`config.mk`:
```
export PLATFORM = sky130hd
export DESIGN_NAME = circle_scan_display
export DESIGN_NICKNAME = d
export VERILOG_FILES = /design/src/rtl/circle_disp_pkg.sv /design/src/rtl/counter.sv /design/src/rtl/circle_scan_display.sv
export SDC_FILE = /design/constraint.sdc
export NUM_CORES = 1
export LEC_CHECK = 0
export ABC_AREA = 1
export CORE_ASPECT_RATIO = 0.5
export CORE_MARGIN = 5
export CORE_UTILIZATION = 30
export CTS_BUF_LIST = sky130_fd_sc_hd__clkbuf_8
export DETAILED_ROUTE_END_ITERATION = 7
export GPL_TIMING_DRIVEN = 0
export MAX_ROUTING_LAYER = met4
export SLEW_MARGIN = 25
export SYNTH_ARGS = -nofsm -noshare
export SYNTH_HDL_FRONTEND = slang
export SYNTH_HIERARCHICAL = 1
export SYNTH_SLANG_ARGS = --single-unit
```
`constraint.sdc`:
```
create_clock -name clk_i -period 2.2 [get_ports clk_i]
set_input_delay 0.22 -clock clk_i [delete_from_list [all_inputs] [get_ports clk_i]]
set_output_delay 0.22 -clock clk_i [all_outputs]
set_load 0.1 [all_outputs]
```
`src/rtl/circle_disp_pkg.sv`:
```
// circle_disp_pkg: segment encodings and the pattern-select helper shared by
// the circle scan display. Segment order is {g,f,e,d,c,b,a}, active-low.
package circle_disp_pkg;

   typedef logic [6:0] seg_t;

   localparam seg_t SEG_UP    = 7'b0011100; // a,b,f,g lit: circle in upper half
   localparam seg_t SEG_DN    = 7'b0100011; // c,d,e,g lit: circle in lower half
   localparam seg_t SEG_FULL  = 7'b1000000; // a-f lit: bounce flash
   localparam seg_t SEG_BLANK = 7'h7F;      // everything off

   // Pattern for one digit slot: blank unless the slot is in its lit phase
   // and this digit holds the circle; the flash overrides the half-glyph.
   function automatic seg_t seg_select(input logic lit,
                                       input logic match,
                                       input logic row,
                                       input logic flash);
      seg_t seg;
      if (!lit || !match) begin
         seg = SEG_BLANK;
      end else if (flash) begin
         seg = SEG_FULL;
      end else if (row) begin
         seg = SEG_UP;
      end else begin
         seg = SEG_DN;
      end
      return seg;
   endfunction

endpackage

```
`src/rtl/counter.sv`:
```
// counter: wrapping up/down counter between LOW and HIGH with an enable.
// Exposes the next count so a consumer can register logic aligned with the
// value the counter will hold in the following cycle, and an overflow strobe
// that is high on the enabled cycle in which the counter wraps.
module counter #(
   parameter int               WIDTH = 4,
   parameter bit               DIR   = 1'b1,     // 1 = count up, 0 = count down
   parameter logic [WIDTH-1:0] LOW   = '0,
   parameter logic [WIDTH-1:0] HIGH  = '1
) (
   input  logic             clk_i,
   input  logic             rst_ni,
   input  logic             en_i,
   output logic [WIDTH-1:0] cnt_d_o,
   output logic             ovf_o
);

   logic [WIDTH-1:0] cnt_q;
   logic [WIDTH-1:0] cnt_d;
   logic             at_limit;

   assign at_limit = DIR ? (cnt_q == HIGH) : (cnt_q == LOW);
   assign ovf_o    = en_i & at_limit;
   assign cnt_d_o  = cnt_d;

   // Next count: step when enabled, wrap to the opposite limit at the end.
   always_comb begin
      cnt_d = cnt_q;
      if (en_i) begin
         if (DIR) begin
            cnt_d = at_limit ? LOW : cnt_q + 1'b1;
         end else begin
            cnt_d = at_limit ? HIGH : cnt_q - 1'b1;
         end
      end
   end

   // Count register; reset starts at the low limit for an up counter.
   always_ff @(posedge clk_i or negedge rst_ni) begin
      if (!rst_ni) begin
         cnt_q <= DIR ? LOW : HIGH;
      end else begin
         cnt_q <= cnt_d;
      end
   end

endmodule

```
`src/rtl/circle_scan_display.sv`:
```
// circle_scan_display: scans NO_DISPLAYS common-anode digits, one per dwell
// slot, with an all-off blank phase at the start of every slot. The circle
// position is latched only on the last cycle of a frame so a frame never
// tears. Optional bounce flash is compiled in with `define CIRCLE_FLASH_EN.
module circle_scan_display
   import circle_disp_pkg::*;
#(
   parameter int CLK_FREQ     = 50_000_000,
   parameter int REFRESH_HZ   = 1000,
   parameter int NO_DISPLAYS  = 6,
   parameter int BLANK_CYCLES = 16,
   parameter int FLASH_FRAMES = 64
) (
   input  logic                           clk_i,
   input  logic                           rst_ni,
   input  logic                           row_i,
   input  logic [$clog2(NO_DISPLAYS)-1:0] col_i,
   output logic [6:0]                     seg_o,
   output logic [NO_DISPLAYS-1:0]         an_o
);

   localparam int DWELL = CLK_FREQ / (REFRESH_HZ * NO_DISPLAYS);
   localparam int DW_W  = $clog2(DWELL);
   localparam int CW    = $clog2(NO_DISPLAYS);

   // Parameter sanity checks at elaboration time.
   if (DWELL < 2) begin : g_bad_dwell
      $error("circle_scan_display: DWELL must be at least 2");
   end
   if (BLANK_CYCLES >= DWELL) begin : g_bad_blank
      $error("circle_scan_display: BLANK_CYCLES must be below DWELL");
   end
   if (FLASH_FRAMES < 1) begin : g_bad_flash
      $error("circle_scan_display: FLASH_FRAMES must be positive");
   end

   logic [DW_W-1:0]        dwell_d;
   logic                   dwell_ovf;
   logic [CW-1:0]          idx_d;
   logic                   frame_end;

   logic                   pos_row_q, pos_row_d;
   logic [CW-1:0]          pos_col_q, pos_col_d;
   logic                   flash_on;

   seg_t                   seg_q, seg_d;
   logic [NO_DISPLAYS-1:0] an_q, an_d;
   logic                   lit;

   // Cycle-within-slot counter; its wrap advances the digit.
   counter #(
      .WIDTH (DW_W),
      .DIR   (1'b1),
      .LOW   ('0),
      .HIGH  (DW_W'(DWELL - 1))
   ) u_dwell_cnt (
      .clk_i   (clk_i),
      .rst_ni  (rst_ni),
      .en_i    (1'b1),
      .cnt_d_o (dwell_d),
      .ovf_o   (dwell_ovf)
   );

   // Digit index; its wrap is the frame end (last cycle of the last digit).
   counter #(
      .WIDTH (CW),
      .DIR   (1'b1),
      .LOW   ('0),
      .HIGH  (CW'(NO_DISPLAYS - 1))
   ) u_digit_cnt (
      .clk_i   (clk_i),
      .rst_ni  (rst_ni),
      .en_i    (dwell_ovf),
      .cnt_d_o (idx_d),
      .ovf_o   (frame_end)
   );

   // Position capture: only on the frame-end cycle, out-of-range columns kept.
   always_comb begin
      pos_row_d = pos_row_q;
      pos_col_d = pos_col_q;
      if (frame_end) begin
         pos_row_d = row_i;
         pos_col_d = col_i;
      end
   end

   // Position register; reset shows the circle in the upper half of digit 0.
   always_ff @(posedge clk_i or negedge rst_ni) begin
      if (!rst_ni) begin
         pos_row_q <= 1'b1;
         pos_col_q <= '0;
      end else begin
         pos_row_q <= pos_row_d;
         pos_col_q <= pos_col_d;
      end
   end

`ifdef CIRCLE_FLASH_EN
   localparam int FW = $clog2(FLASH_FRAMES + 1);

   logic [FW-1:0] flash_q, flash_d;

   // Bounce flash: reload on a row change at frame end, else count frames down.
   always_comb begin
      flash_d = flash_q;
      if (frame_end) begin
         if (row_i != pos_row_q) begin
            flash_d = FW'(FLASH_FRAMES);
         end else if (flash_q != '0) begin
            flash_d = flash_q - 1'b1;
         end
      end
   end

   // Flash counter register.
   always_ff @(posedge clk_i or negedge rst_ni) begin
      if (!rst_ni) begin
         flash_q <= '0;
      end else begin
         flash_q <= flash_d;
      end
   end

   assign flash_on = (flash_d != '0);
`else
   assign flash_on = 1'b0;
`endif

   // Pin pattern for the coming cycle, built from the next counter and
   // position values so the registered pins line up with the slot count.
   always_comb begin
      lit  = (32'(dwell_d) >= BLANK_CYCLES);
      an_d = '1;
      if (lit) begin
         an_d[idx_d] = 1'b0;
      end
      seg_d = seg_select(lit, (idx_d == pos_col_d), pos_row_d, flash_on);
   end

   // Output registers; reset blanks the display immediately.
   always_ff @(posedge clk_i or negedge rst_ni) begin
      if (!rst_ni) begin
         seg_q <= SEG_BLANK;
         an_q  <= '1;
      end else begin
         seg_q <= seg_d;
         an_q  <= an_d;
      end
   end

   assign seg_o = seg_q;
   assign an_o  = an_q;

endmodule

```
==> out/metrics.csv <==
metric;value;unit
tritoncts;done;
start_kind;flop;
grt_max_degree;31;
path_class;flop to primary output;
place_inst;315;
die_x;115;um
core_area;5420;um2
min_period;2150;ps
combinationalPowerShare;24.4;%
start_util;30.7;%
yosysMostFrequentCell;nand2_1;
crit_cells;1;
critPathMaxStageDelay;1120;ps
rsz0062_at_grt;yes;
wirelength;3.72;mm
clk_latency;290;ps
maxSlewViolCount;0;
io_pins;19;
min_path_cells;2;
cp.required;1980;ps
rr_worst_depth;15;
pwr-share-clk;28.4;%
grt_pass1_wl;6.47;mm
drt_iter0_markers;63;
ys_top_cells_by_count;nand2_1, nor2_1, inv_1;
design_area;2140;um2
critical-path-top-delay-family;buffers and inverters;
max_freq;465;MHz
htree_levels;2;
powerDensity;695;nW/um2
cts_buffers;5;
finalSetupViolations;0;
switchingPower;0.515;mW
status;complete, no violations;
internal-power;0.972;mW
swShare;34.7;%
synth_edf_count;0;
worst_path_max_delay_cell;clkdlybuf4s50_1;
wl_per_cell;11.2;um
p_leak;1.03;nW
clkTransAtPathRegs;70;ps
num_antenna_cells;0;
ys.flop_type;dfrtp_1;
max-cap-violations;0;
cp.arrival;1930;ps
hold_violations;0;
finalCritPeriodShare;97.7;%
grt_pass1_vias;1440;
grt_overflow;0;
netlist_instances;224;
worst_hold_path_type;flop to flop;
layout-area-overhead-vs-synth;28.8;%
nets;268;
syn_area;1660;um2
crit_buf_inv;1;
drt_pass1_iterations;4;
drive_gt1_share;23.8;%
clock_sinks;30;
numPortBuffers;18;
synth-seq-cells;30;
yosys_warnings;6;
crit_fanout;1;
multiInputGateArea;782;um2
drc;0;
crit_chain;clkdlybuf4s50_1;
relSlewSlack;35.1;%
end_kind;primary output;
die_area;7220;um2
cts_max_path_buffers;2;
synth.avg_cell_area;7.42;um2
rows;19;
synthesis.nets;233;
ir_drop;0.273;mV
synthTopCellsByArea;dfrtp_1, dfstp_2, nand2_1;
vias;1486;
whs;494;ps
gp_congestion;0.908;
ant_nets;0;
clock-skew-final;6.84;ps
placed_area;1930;um2
area.sequential;763;um2
grtUsageTotal;11.3;%
tightest_slew;972;ps
yosysTopAreaCellShare;30.1;%
synth.distinct_cells;25;
synth_largest_area_cell;dfrtp_1;
seqPwrFrac;47.3;%
antenna_found_initial;0;
die_h;62.6;um
viasPerCell;4.46;
finalNonFillerCells;333;
clockRootBuffer;clkbuf_8;
fillers;553;
hpwl;2.66;mm
async_reset_ff_share;100;%
tns;0;ps
ys_seq_area_share;45.9;%
[cells in the final DEF, fill, tap and decap left out, types with 5 or more instances in the layout]
master,n
dfrtp_1,20
nand2_2,6
nand3_1,23
nor2_1,28
buf_4,13
inv_1,27
nand2_1,65
nor2_2,7
inv_2,6
dfstp_2,10
clkdlybuf4s50_1,11
clkbuf_8,5
[sequential cells by signal, summed over array words and instances, names as in the netlist]
register           count
an_o                   6
pos_col_q              3
pos_row_q              1
seg_o                  3
u_digit_cnt/cnt_q      3
u_dwell_cnt/cnt_q     14
[per-layer routing]
layer / wire, um / part of all wire, % / vias to the layer above / GRT usage [%]
li1: - / - / 745 / -
met1: 1660 / 45 / 690 / 13.6
met2: 1830 / 49 / 39 / 18.9
met3: 132 / 3.6 / 12 / 1.74
met4: 95 / 2.6 / 0 / 4.83
met5: 0 / 0 / - / -
[worst paths after layout]
kind,start,end,slack (ps)
max,an_o[1],an_o[1],50
min,pos_col_q[2],pos_col_q[2],490
max reg2reg,u_dwell_cnt/cnt_q[1],seg_o[4],140
min reg2reg,pos_col_q[2],pos_col_q[2],490
max in group asynchronous,rst_ni,u_digit_cnt/cnt_q[1],1250
min in group asynchronous,rst_ni,u_digit_cnt/cnt_q[0],520
[power groups by stage]
stage	registers (mW)	clock network [mW]	logic, mW
2_1_floorplan	0.695	0	0.247
3_3_place_gp	0.711	0	0.314
3_5_place_dp	0.714	0	0.316
4_1_cts	0.697	0.441	0.348
5_1_grt	0.720	0.459	0.412
6_report	0.703	0.422	0.362
[final cells by class]
| type | instances | share of cell area (%) |
|---|---|---|
| Sequential cell | 30 | 35.7 |
| Inverter | 33 | 5.91 |
| Multi-Input combinational cell | 156 | 36.5 |
| Buffer | 5 | 1.93 |
| Tap cell | 73 | 4.27 |
| Clock buffer | 5 | 3.22 |
| Timing Repair Buffer | 28 | 11.8 |
| Clock inverter | 3 | 0.643 |
[what timing repair did]
| action | CTS | global route |
|---|---|---|
| resized for setup | 9 | 13 |
| pin swaps | 4 | 9 |
| hold buffers | 1 | 0 |
| buffers inserted | 6 | 3 |
| endpoints found under the hold margin | 20 | 0 |
| setup endpoints to repair | 13 | 10 |
[cells by family (layout without fill, tap and decap cells)]
| logic type | after synthesis | in the layout | share of synthesized area (%) |
|---|---|---|---|
| DFF | 30 | 30 | 45.9 |
| AOI/OAI and AO/OA | 6 | 6 | 1.81 |
| xor gates and xnor gates | 2 | 2 | 1.05 |
| other | 1 | 1 | 0.226 |
| adders and majority gates | 3 | 3 | 2.26 |
| and+or+nand+nor | 144 | 144 | 38.6 |
| buffers and inverters | 38 | 74 | 10.1 |
[stage by stage]
stage | setup WS (ps) | power (mW) | util [%]
after detailed placement | -355 | 1.03 | 35.7
after CTS | 2.64 | 1.49 | 38.4
after global placement | -294 | 1.02 | 35.8
final | 51.2 | 1.49 | 39.5
after floorplan | 129 | 0.941 | -
after global routing | -15.1 | 1.59 | 39.5
Power figures use the tool's default switching activity.
